### config.mk
export PLATFORM = sky130hd
export DESIGN_NAME = ring_interlock_feedback
export DESIGN_NICKNAME = d
export VERILOG_FILES = /design/src/rtl/ring_interlock_feedback.sv
export SDC_FILE = /design/constraint.sdc
export NUM_CORES = 1
export LEC_CHECK = 0
export ABC_AREA = 1
export CORE_MARGIN = 10
export CORE_UTILIZATION = 40
export CTS_CLUSTER_SIZE = 14
export DETAILED_ROUTE_END_ITERATION = 8
export PLACE_DENSITY_LB_ADDON = 0.3
export SLEW_MARGIN = 20
export SYNTH_ARGS = -nofsm -noshare
export SYNTH_HDL_FRONTEND = slang
export SYNTH_SLANG_ARGS = --single-unit
### constraint.sdc
create_clock -name clk -period 7.5 [get_ports clk]
set_clock_uncertainty 0.2 [all_clocks]
set_input_delay 1.5 -clock clk [delete_from_list [all_inputs] [get_ports clk]]
set_output_delay 1.5 -clock clk [all_outputs]
set_load 0.01 [all_outputs]
### src/rtl/ring_interlock_feedback.sv
// ring_interlock_feedback
// Downstream stage of the ring interlock logic (channels A..H). Each channel
// debounces its request/grant pair, enters ACTIVE through a round-robin
// arbiter that admits at most one channel per edge and never two neighbours,
// holds its feedback bit for a minimum time, and drops back to IDLE. A grant
// seen next to an active neighbour latches a sticky fault and drops every
// channel to IDLE.
//
// Optional build macro: RING_ILOCK_WATCHDOG_EN
//   Adds a per-channel residence watchdog that forces a channel to IDLE after
//   MAX_ACTIVE cycles in ACTIVE/RELEASE, pulses o_wd_trip[i] and locks the
//   channel out until its request is seen low. Without the macro there is no
//   o_wd_trip port and no watchdog logic.

module ring_interlock_feedback #(
    parameter int N_CH       = 8,
    parameter int DEBOUNCE   = 3,
    parameter int MIN_HOLD   = 16,
    parameter int CNT_W      = 8,
    parameter int MAX_ACTIVE = 200
) (
    input  logic                    clk,
    input  logic                    rst,
    input  logic [N_CH-1:0]         i_req,
    input  logic [N_CH-1:0]         i_grant,
    input  logic                    i_fault_clr,
    output logic [N_CH-1:0]         o_fb,
    output logic                    o_busy,
    output logic                    o_fault,
    output logic [$clog2(N_CH)-1:0] o_fault_ch
`ifdef RING_ILOCK_WATCHDOG_EN
    ,
    output logic [N_CH-1:0]         o_wd_trip
`endif
);

    localparam int IDX_W    = $clog2(N_CH);
    localparam int CNT_CEIL = (1 << CNT_W) - 1;

    localparam logic [CNT_W-1:0] CNT_SAT = {CNT_W{1'b1}};
    localparam logic [CNT_W-1:0] DEB_C   = CNT_W'(DEBOUNCE);
    localparam logic [CNT_W-1:0] HOLD_C  = CNT_W'(MIN_HOLD);
`ifdef RING_ILOCK_WATCHDOG_EN
    localparam logic [CNT_W-1:0] MAXA_C  = CNT_W'(MAX_ACTIVE);
`endif

    // Counters must be able to represent every threshold they are compared to.
    generate
        if (N_CH < 2 || DEBOUNCE < 1 || MIN_HOLD < 1 || DEBOUNCE > CNT_CEIL ||
            MIN_HOLD > CNT_CEIL || MAX_ACTIVE < 1 || MAX_ACTIVE > CNT_CEIL) begin : g_bad_cfg
            $error("ring_interlock_feedback: illegal parameter combination");
        end
    endgenerate

    typedef enum logic [1:0] {
        ST_IDLE    = 2'd0,
        ST_QUAL    = 2'd1,
        ST_ACTIVE  = 2'd2,
        ST_RELEASE = 2'd3
    } state_t;

    // Per-channel views shared between the channel FSMs and the global logic.
    logic [N_CH-1:0]  q_vec;      // request qualified by grant
    logic [N_CH-1:0]  act_vec;    // channel in ACTIVE or RELEASE (pre-edge)
    logic [N_CH-1:0]  cand_vec;   // debounced and waiting to be admitted
    logic [N_CH-1:0]  elig_vec;   // neither neighbour is active
    logic [N_CH-1:0]  viol_vec;   // grant next to an active neighbour
    logic [N_CH-1:0]  win_oh;     // one-hot arbitration winner
    logic [N_CH-1:0]  fb_d;       // next feedback value per channel
    logic [N_CH-1:0]  busy_vec;   // next "not IDLE" per channel
`ifdef RING_ILOCK_WATCHDOG_EN
    logic [N_CH-1:0]  trip_d;
    logic [N_CH-1:0]  trip_q;
`endif

    logic             win_vld;
    logic [IDX_W-1:0] win_idx;
    logic [IDX_W:0]   scan_sum;
    logic [IDX_W-1:0] scan_idx;
    logic [IDX_W-1:0] rr_q, rr_d;

    logic             fault_now;
    logic [IDX_W-1:0] viol_idx;
    logic             fault_q, fault_d;
    logic [IDX_W-1:0] fault_ch_q, fault_ch_d;

    logic [N_CH-1:0]  fb_q;
    logic             busy_q;

    // ------------------------------------------------------------------
    // Per-channel qualification / hold state machines
    // ------------------------------------------------------------------
    generate
        for (genvar gi = 0; gi < N_CH; gi++) begin : g_ch
            localparam int LEFT  = (gi + N_CH - 1) % N_CH;
            localparam int RIGHT = (gi + 1) % N_CH;

            state_t           st_q, st_d;
            logic [CNT_W-1:0] cnt_q, cnt_d, cnt_inc;
            logic             entry_ok;

            assign q_vec[gi]    = i_req[gi] & i_grant[gi];
            assign act_vec[gi]  = (st_q == ST_ACTIVE) || (st_q == ST_RELEASE);
            assign cand_vec[gi] = (st_q == ST_QUAL) && q_vec[gi] && (cnt_q >= DEB_C);
            assign elig_vec[gi] = !act_vec[LEFT] && !act_vec[RIGHT];
            assign viol_vec[gi] = i_grant[gi] && !act_vec[gi] &&
                                  (act_vec[LEFT] || act_vec[RIGHT]);
            assign cnt_inc      = (cnt_q == CNT_SAT) ? cnt_q : cnt_q + 1'b1;

`ifdef RING_ILOCK_WATCHDOG_EN
            logic [CNT_W-1:0] wd_q, wd_d, wd_inc;
            logic             lock_q, lock_d, wd_hit;

            assign wd_inc      = (wd_q == CNT_SAT) ? wd_q : wd_q + 1'b1;
            assign wd_hit      = act_vec[gi] && (wd_inc >= MAXA_C);
            assign trip_d[gi]  = wd_hit && !fault_now;
            assign entry_ok    = !fault_q && !lock_q;
`else
            assign entry_ok    = !fault_q;
`endif

            // Next state: normal FSM, then watchdog, then fault override.
            always_comb begin
                st_d  = st_q;
                cnt_d = cnt_q;
                case (st_q)
                    ST_IDLE: begin
                        cnt_d = '0;
                        if (q_vec[gi] && entry_ok) begin
                            st_d  = ST_QUAL;
                            cnt_d = CNT_W'(1);
                        end
                    end
                    ST_QUAL: begin
                        if (!q_vec[gi]) begin
                            st_d  = ST_IDLE;
                            cnt_d = '0;
                        end else if (cnt_q < DEB_C) begin
                            cnt_d = cnt_inc;
                        end else if (win_oh[gi]) begin
                            st_d  = ST_ACTIVE;
                            cnt_d = '0;
                        end
                    end
                    ST_ACTIVE: begin
                        cnt_d = cnt_inc;
                        if (!i_req[gi]) begin
                            if (cnt_inc >= HOLD_C) begin
                                st_d  = ST_IDLE;
                                cnt_d = '0;
                            end else begin
                                st_d  = ST_RELEASE;
                            end
                        end
                    end
                    ST_RELEASE: begin
                        cnt_d = cnt_inc;
                        if (i_req[gi]) begin
                            // Resume without re-qualification; hold count keeps running.
                            st_d = ST_ACTIVE;
                        end else if (cnt_inc >= HOLD_C) begin
                            st_d  = ST_IDLE;
                            cnt_d = '0;
                        end
                    end
                    default: begin
                        st_d  = ST_IDLE;
                        cnt_d = '0;
                    end
                endcase
`ifdef RING_ILOCK_WATCHDOG_EN
                if (wd_hit) begin
                    st_d  = ST_IDLE;
                    cnt_d = '0;
                end
`endif
                if (fault_now) begin
                    st_d  = ST_IDLE;
                    cnt_d = '0;
                end
            end

`ifdef RING_ILOCK_WATCHDOG_EN
            // Residence counter runs only while the channel stays active; lockout
            // is armed by a trip and released by a low request.
            always_comb begin
                wd_d = '0;
                if (act_vec[gi] && ((st_d == ST_ACTIVE) || (st_d == ST_RELEASE))) begin
                    wd_d = wd_inc;
                end
                lock_d = lock_q;
                if (trip_d[gi]) begin
                    lock_d = 1'b1;
                end else if (!i_req[gi]) begin
                    lock_d = 1'b0;
                end
            end
`endif

            assign fb_d[gi]     = (st_d == ST_ACTIVE) || (st_d == ST_RELEASE);
            assign busy_vec[gi] = (st_d != ST_IDLE);

            // Channel state registers.
            always_ff @(posedge clk) begin
                if (rst) begin
                    st_q   <= ST_IDLE;
                    cnt_q  <= '0;
`ifdef RING_ILOCK_WATCHDOG_EN
                    wd_q   <= '0;
                    lock_q <= 1'b0;
`endif
                end else begin
                    st_q   <= st_d;
                    cnt_q  <= cnt_d;
`ifdef RING_ILOCK_WATCHDOG_EN
                    wd_q   <= wd_d;
                    lock_q <= lock_d;
`endif
                end
            end
        end
    endgenerate

    // Round-robin arbiter: first eligible candidate scanning upward from rr.
    always_comb begin
        win_oh   = '0;
        win_vld  = 1'b0;
        win_idx  = '0;
        scan_sum = '0;
        scan_idx = '0;
        for (int k = 0; k < N_CH; k++) begin
            scan_sum = {1'b0, rr_q} + (IDX_W + 1)'(k);
            if (scan_sum >= (IDX_W + 1)'(N_CH)) begin
                scan_sum = scan_sum - (IDX_W + 1)'(N_CH);
            end
            scan_idx = scan_sum[IDX_W-1:0];
            if (!win_vld && cand_vec[scan_idx] && elig_vec[scan_idx]) begin
                win_vld          = 1'b1;
                win_idx          = scan_idx;
                win_oh[scan_idx] = 1'b1;
            end
        end
    end

    // Fault detection with lowest-index priority, sticky flag and pointer update.
    always_comb begin
        viol_idx = '0;
        for (int k = N_CH - 1; k >= 0; k--) begin
            if (viol_vec[k]) begin
                viol_idx = IDX_W'(k);
            end
        end
        fault_now = |viol_vec;

        fault_d    = fault_q;
        fault_ch_d = fault_ch_q;
        if (fault_now) begin
            // A fresh violation beats a simultaneous clear.
            fault_d = 1'b1;
            if (!fault_q) begin
                fault_ch_d = viol_idx;
            end
        end else if (i_fault_clr) begin
            fault_d = 1'b0;
        end

        rr_d = rr_q;
        if (win_vld && !fault_now) begin
            rr_d = (win_idx == IDX_W'(N_CH - 1)) ? '0 : win_idx + 1'b1;
        end
    end

    // Global registers and registered outputs.
    always_ff @(posedge clk) begin
        if (rst) begin
            rr_q       <= '0;
            fault_q    <= 1'b0;
            fault_ch_q <= '0;
            fb_q       <= '0;
            busy_q     <= 1'b0;
`ifdef RING_ILOCK_WATCHDOG_EN
            trip_q     <= '0;
`endif
        end else begin
            rr_q       <= rr_d;
            fault_q    <= fault_d;
            fault_ch_q <= fault_ch_d;
            fb_q       <= fb_d;
            busy_q     <= |busy_vec;
`ifdef RING_ILOCK_WATCHDOG_EN
            trip_q     <= trip_d;
`endif
        end
    end

    assign o_fb       = fb_q;
    assign o_busy     = busy_q;
    assign o_fault    = fault_q;
    assign o_fault_ch = fault_ch_q;
`ifdef RING_ILOCK_WATCHDOG_EN
    assign o_wd_trip  = trip_q;
`endif

endmodule

### Yosys cells after proc, flatten, opt, wreduce, memory -nomap -nowiden

Cells that the tools add are included.

| operators by class | value |
|---|---|
| add/sub/neg operators | 24 |
| $lt $le $gt $ge | 48 |
| equal/unequal tests | 57 |
| mux-type cells | 235 |
| bitwise logic cells | 16 |
| reduce and logical (&&, ||, !) cells | 142 |

Operators with widths:

| cell | count |
|---|---|
| $mux 8 | 56 |
| $pmux 8 s3 | 8 |
| $mux 2 | 72 |
| $mux 3 | 25 |
| $logic_and 1x1->1 | 72 |
| $add 8x1->8 const B | 8 |
| $eq 2x2->1 const B | 32 |
| $eq 8x8->1 const B | 8 |
| $ge 8x2->1 const B | 8 |
| $ge 8x5->1 const B | 8 |
| $lt 8x2->1 const B | 8 |
| $pmux 2 s4 | 8 |
| $or 8x8->8 | 7 |
| $bmux 1 s3 | 16 |
| $mux 1 | 42 |
| $lt 3x4->1 const B | 8 |
| $ne 4x3->1 const B | 8 |
| $ge 4x4->1 const B | 7 |
| $demux 1 s3 | 8 |
| $ge 3x1->1 const B | 8 |
| $logic_or 1x1->1 | 24 |
| $sub 3x1->3 const B | 8 |
| $reduce_bool 2->1 | 9 |
| $logic_not 1->1 | 17 |
| other kinds (14) | 47 |

| word-level totals | value |
|---|---|
| flip-flop bits (word level) | 96 |
| input port bits | 19 |
| word-level logic and storage cells | 543 |

### Logic depth before layout (Yosys ltp)

| logic depth | value |
|---|---|
| depth in word-level cells | 43 |
| depth in mapped cells | 29 |
| depth with buffers taken out | 26 |

### Least setup slack after synthesis

OpenSTA, ideal clock, no wires.

| timing | value |
|---|---|
| path kind | input port to flip-flop |
| start point | in i_req[1] |
| end point | reg rr_q[2] |
| data arrival time | 3,934 ps |
| slack | 3,231 ps |
| stages | 16 |
| buffers on the path | 0 |
| cell sequence | nand2_1 -> nor3_1 -> nand3_1 -> nand3_1 -> nand2_1 -> nand2_1 -> nand2_1 -> o211ai_2 -> inv_1 -> a221o_1 -> a221oi_1 -> o221ai_1 -> ha_1 -> ha_1 -> o21ai_0 -> a21oi_1 |

| between the ends | value |
|---|---|
| cells in the longest elaborated chain, start to end | 37 |
| elaborated cells on any way between the ends | 61 |
| those cells by class | add/sub (1); eq/ne (1); mux (33); bitwise (1); reduce/logical (25) |

Ends and longest elaborated chain:

| what | line | RTL |
|---|---|---|
| from (decl) | 24 | `input logic [N_CH-1:0] i_req,` |
| $and 1x1->1 * | 102 | `assign q_vec[gi] = i_req[gi] & i_grant[gi];` |
| $logic_and 1x1->1 * (2 in series) | 104 | `assign cand_vec[gi] = (st_q == ST_QUAL) && q_vec[gi] && (cnt_q >= DEB_C);` |
| $bmux 1 s3 | 237 | `if (!win_vld && cand_vec[scan_idx] && elig_vec[scan_idx]) begin` |
| $mux 1 (not written as such) | 237 |  |
| $logic_and 1x1->1 | 237 |  |
| $mux 1 | 237 |  |
| $logic_not 1->1 | 237 |  |
| $logic_and 1x1->1 (2 in series) | 237 |  |
| (+17 left out) | - |  |
| $logic_not 1->1 | 237 |  |
| $logic_and 1x1->1 (2 in series) | 237 |  |
| $mux 1 | 237 |  |
| $logic_not 1->1 | 237 |  |
| $logic_and 1x1->1 (2 in series) | 237 |  |
| $mux 3 | 237 |  |
| $add 3x1->3 / $eq 3x3->1 (equally long branches) | 269 | `rr_d = (win_idx == IDX_W'(N_CH - 1)) ? '0 : win_idx + 1'b1;` |
| $mux 3 | 269 |  |
| to (signal assigned) | 285 | `rr_q <= rr_d;` |
| to (decl) | 80 | `logic [IDX_W-1:0] rr_q, rr_d;` |

Every way passes the cells marked *; elsewhere a longest branch is shown, timed or not. The select of a mux whose other input is x is not followed.
A chain may end at the register's enable or synchronous reset.

### Worst setup path in the final report

| timing | value |
|---|---|
| start point | reg rr_q[1] |
| end point | reg rr_q[2] |

| between the ends | value |
|---|---|
| cells in the longest elaborated chain, start to end | 36 |
| elaborated cells on any way between the ends | 105 |
| those cells by class | add/sub (16); order compare (8); eq/ne (1); mux (57); reduce/logical (23) |

Ends and longest elaborated chain:

| what |
|---|
| branches (longest 36 deep; another with $add 3x1->4) |

Parallel ways; which one is timed is not known. The select of a mux whose other input is x is not followed.

==> results.yml <==
sta:
  hold_violations: 0
  rsz0062_at_grt: "no"
  tns_ps: 0
  tightestPinTransition_ps: 859
  fin_crit_ps: 5350
  report.final.setup_viol: 0
  min_period_over_period_pct: 71.3
  slew_viol_final: 0
  slew_headroom_pct: 42.5
  max_freq_mhz: 187
cts:
  cts_resized: 0
  clk_latency_ps: 350
  cts_root_buffer: "clkbuf_16"
  cts_setup_buffers: 0
  cts_sinks: 96
  htree_levels: 3
  ctsHoldBuffers: 0
  numCtsBuffers: 9
  cts_buffer_depth: 2
  clk_pin_slew_ps: 70
  tritoncts: "built"
run:
  maxCapViolations: 0
placement:
  gp_congestion: 0.976
  placed_area_um2: 7830
  io_buffers: 31
  place_hpwl_um: 16300
worst_setup_path:
  cp_max_fo: 18
  cp-start-kind: "register"
  end_kind: "register"
  ff2ff_path_depth: 20
  reg2reg_from: "rr_q[1]$_SDFFE_PP0P_"
  regToRegEndpoint: "rr_q[2]$_SDFFE_PP0P_"
  arrival_ps: 5370
  ff2ff_setup_slack_ps: 2150
  criticalPathCategory: "reg2reg"
  cp.required_ps: 7520
power_and_ir_drop:
  p_leak_nw: 3.52
  p_int_mw: 1.11
  switching_share_pct: 47.9
  power_density_nw_per_um2: 262
  comb_power_share_pct: 51.9
  p_clk_share_pct: 22.6
  peakVddDrop_mv: 0.140
  seq_power_share_pct: 25.5
  power_switching_mw: 1.02
die:
  die_h_um: 156
  initial_core_util_pct: 40.8
  coreArea_um2: 18100
  rows: 49
  die_area_um2: 24300
  io_pins: 32
  die_w_um: 156
synth:
  ys.warnings.count: 0
  seq_area_frac_synth_pct: 26.0
  ys_seq_elements: 96
  syn_inst: 1221
  synth-edff-count: 0
  synthArstFlopShare_pct: 0
  synth.avg_cell_area_um2: 6.05
  synth-main-ff-cell: "dfxtp_1"
  synth_nets: 1256
  syn_area_um2: 7380
  ys_types: 52
global_route:
  track_usage_pct: 17.1
  grt_pass1_vias: 6966
  antenna_found_initial: 0
  grt_max_degree: 38
  grt_pass1_wl_um: 34600
  grt.overflow.total: 0
detailed_routing:
  dr.pass1.iters: 5
  vias_per_cell: 5.33
  antenna_left: 0
  drt_wl_total_um: 21000
  drc_errors: 0
  drt_iter0_drc: 604
  wl_per_cell_um: 14.3
  vias: 7822
cells_and_area:
  fill_cells: 1894
  final_cell_mix: "317 x nand2_1, 140 x inv_1, 134 x nor2_1"
  diodes: 0
  layout_commonest_cell: "nand2_1"
  drive_gt1_share_pct: 6.13
  nets: 1270
  finalInstanceArea_um2: 8140
  area_delta_synth_final_pct: 10.3
outcome:
  status: "finished clean"
worst_hold_path:
  worstHoldStart: "g_ch[2].cnt_q[7]$_SDFFE_PP0P_"
  hold_path_depth: 2
  min_to: "g_ch[2].cnt_q[7]$_SDFFE_PP0P_"
  hold_path_class: "reg2reg"
## worst max-delay path by stage
stage	start	endpoint	slack [ps]	cells past startpoint
2_1_floorplan	i_req[1]	rr_q[2]$_SDFFE_PP0P_	3230	16
3_3_place_gp	i_req[3]	rr_q[2]$_SDFFE_PP0P_	2100	17
3_5_place_dp	i_req[0]	rr_q[2]$_SDFFE_PP0P_	2090	21
4_1_cts	rr_q[1]$_SDFFE_PP0P_	rr_q[2]$_SDFFE_PP0P_	2250	20
5_1_grt	rr_q[1]$_SDFFE_PP0P_	rr_q[0]$_SDFFE_PP0P_	1810	21
6_report	rr_q[1]$_SDFFE_PP0P_	rr_q[2]$_SDFFE_PP0P_	2150	20
## synthesized netlist by cell type (6+ instances only)
library cell	count	area, µm²
nor2_1	134	503
nor2_2	6	37.5
inv_1	140	526
clkbuf_1	14	52.6
or2_2	14	87.6
xor2_1	21	184
inv_2	9	33.8
o21ai_1	8	40.0
nand2_1	317	1190
o211ai_1	18	135
nand4_1	18	113
nand2_2	7	43.8
nor4_1	13	81.3
a21oi_1	90	450
nand3_1	133	666
o21ai_0	44	220
nor3_1	49	245
buf_2	7	35.0
buf_4	6	45.0
ha_1	16	200
dfxtp_1	96	1920
a31oi_1	7	43.8
## stage by stage
stage / worst slack [ps] / power [mW] / util, % / hold slack [ps] / cells
global placement: 2100 / 1.64 / 43.3 / 251 / 1453
CTS: 2250 / 2.12 / 45.0 / 262 / 1468
finish: 2150 / 2.13 / 45.0 / 257 / 1468
floorplan: 3230 / 1.41 / - / 239 / 1221
global route: 1810 / 2.28 / 45.0 / 278 / 1468
detailed placement: 2090 / 1.63 / 43.3 / 252 / 1453
## flip-flops by register name, indices dropped and copies added, names as in the netlist
name,count
g_ch.cnt_q,64
g_ch.st_q,16
o_fb,8
o_fault_ch,3
rr_q,3
o_busy,1
o_fault,1
## worst max-delay path: stages, from the launching register on
cell     delay (ps)
dfxtp_1         660
inv_1           410
ha_1            650
inv_1           550
nand3_1         260
nand3_2         180
nand2_4         100
nor2_8          160
o21ai_2          90
nor2_2          330
nand4_2         370
nand2_2         200
nor2_2           70
inv_1            90
nand4_1         100
nand2_1          80
inv_1            50
ha_1            170
ha_1            260
o21ai_0         160
a21oi_1          60
## logic make-up after synthesis
group                      count (synthesis)  share of synthesized area [%]
buffers and inverters                    184                           10.2
DFF                                       96                           26.0
and+or+nand+nor                          710                           43.2
AOI/OAI and AO/OA                        193                           15.2
adders and majority gates                 16                           2.71
xor gates and xnor gates                  22                           2.61
## power groups by stage
stage	clock network [mW]	registers, mW	logic, mW
6_report	0.482	0.543	1.11
3_3_place_gp	0	0.555	1.08
4_1_cts	0.494	0.543	1.08
2_1_floorplan	0	0.544	0.861
3_5_place_dp	0	0.554	1.08
5_1_grt	0.515	0.544	1.22
## per-layer routing
layer  part of all wire (%)  vias up  global-route usage (%)
met5                      0        -                       0
met3                    6.0       29                    3.14
met4                    2.1        0                    4.81
met2                     44      237                    26.7
li1                       -     4061                       -
met1                     48     3495                    23.5
## area by class of cell
cell class,count,area (µm²),share of cell area [%]
clock buffers,10,239,2.94
clock inverters,5,68.8,0.846
inverters,151,569,6.99
multi-input cells,941,4710,57.8
flip-flops and latches,96,1920,23.6
well taps,229,287,3.52
repair buffers,36,348,4.27
No activity file was read; power rests on OpenSTA's default activity.
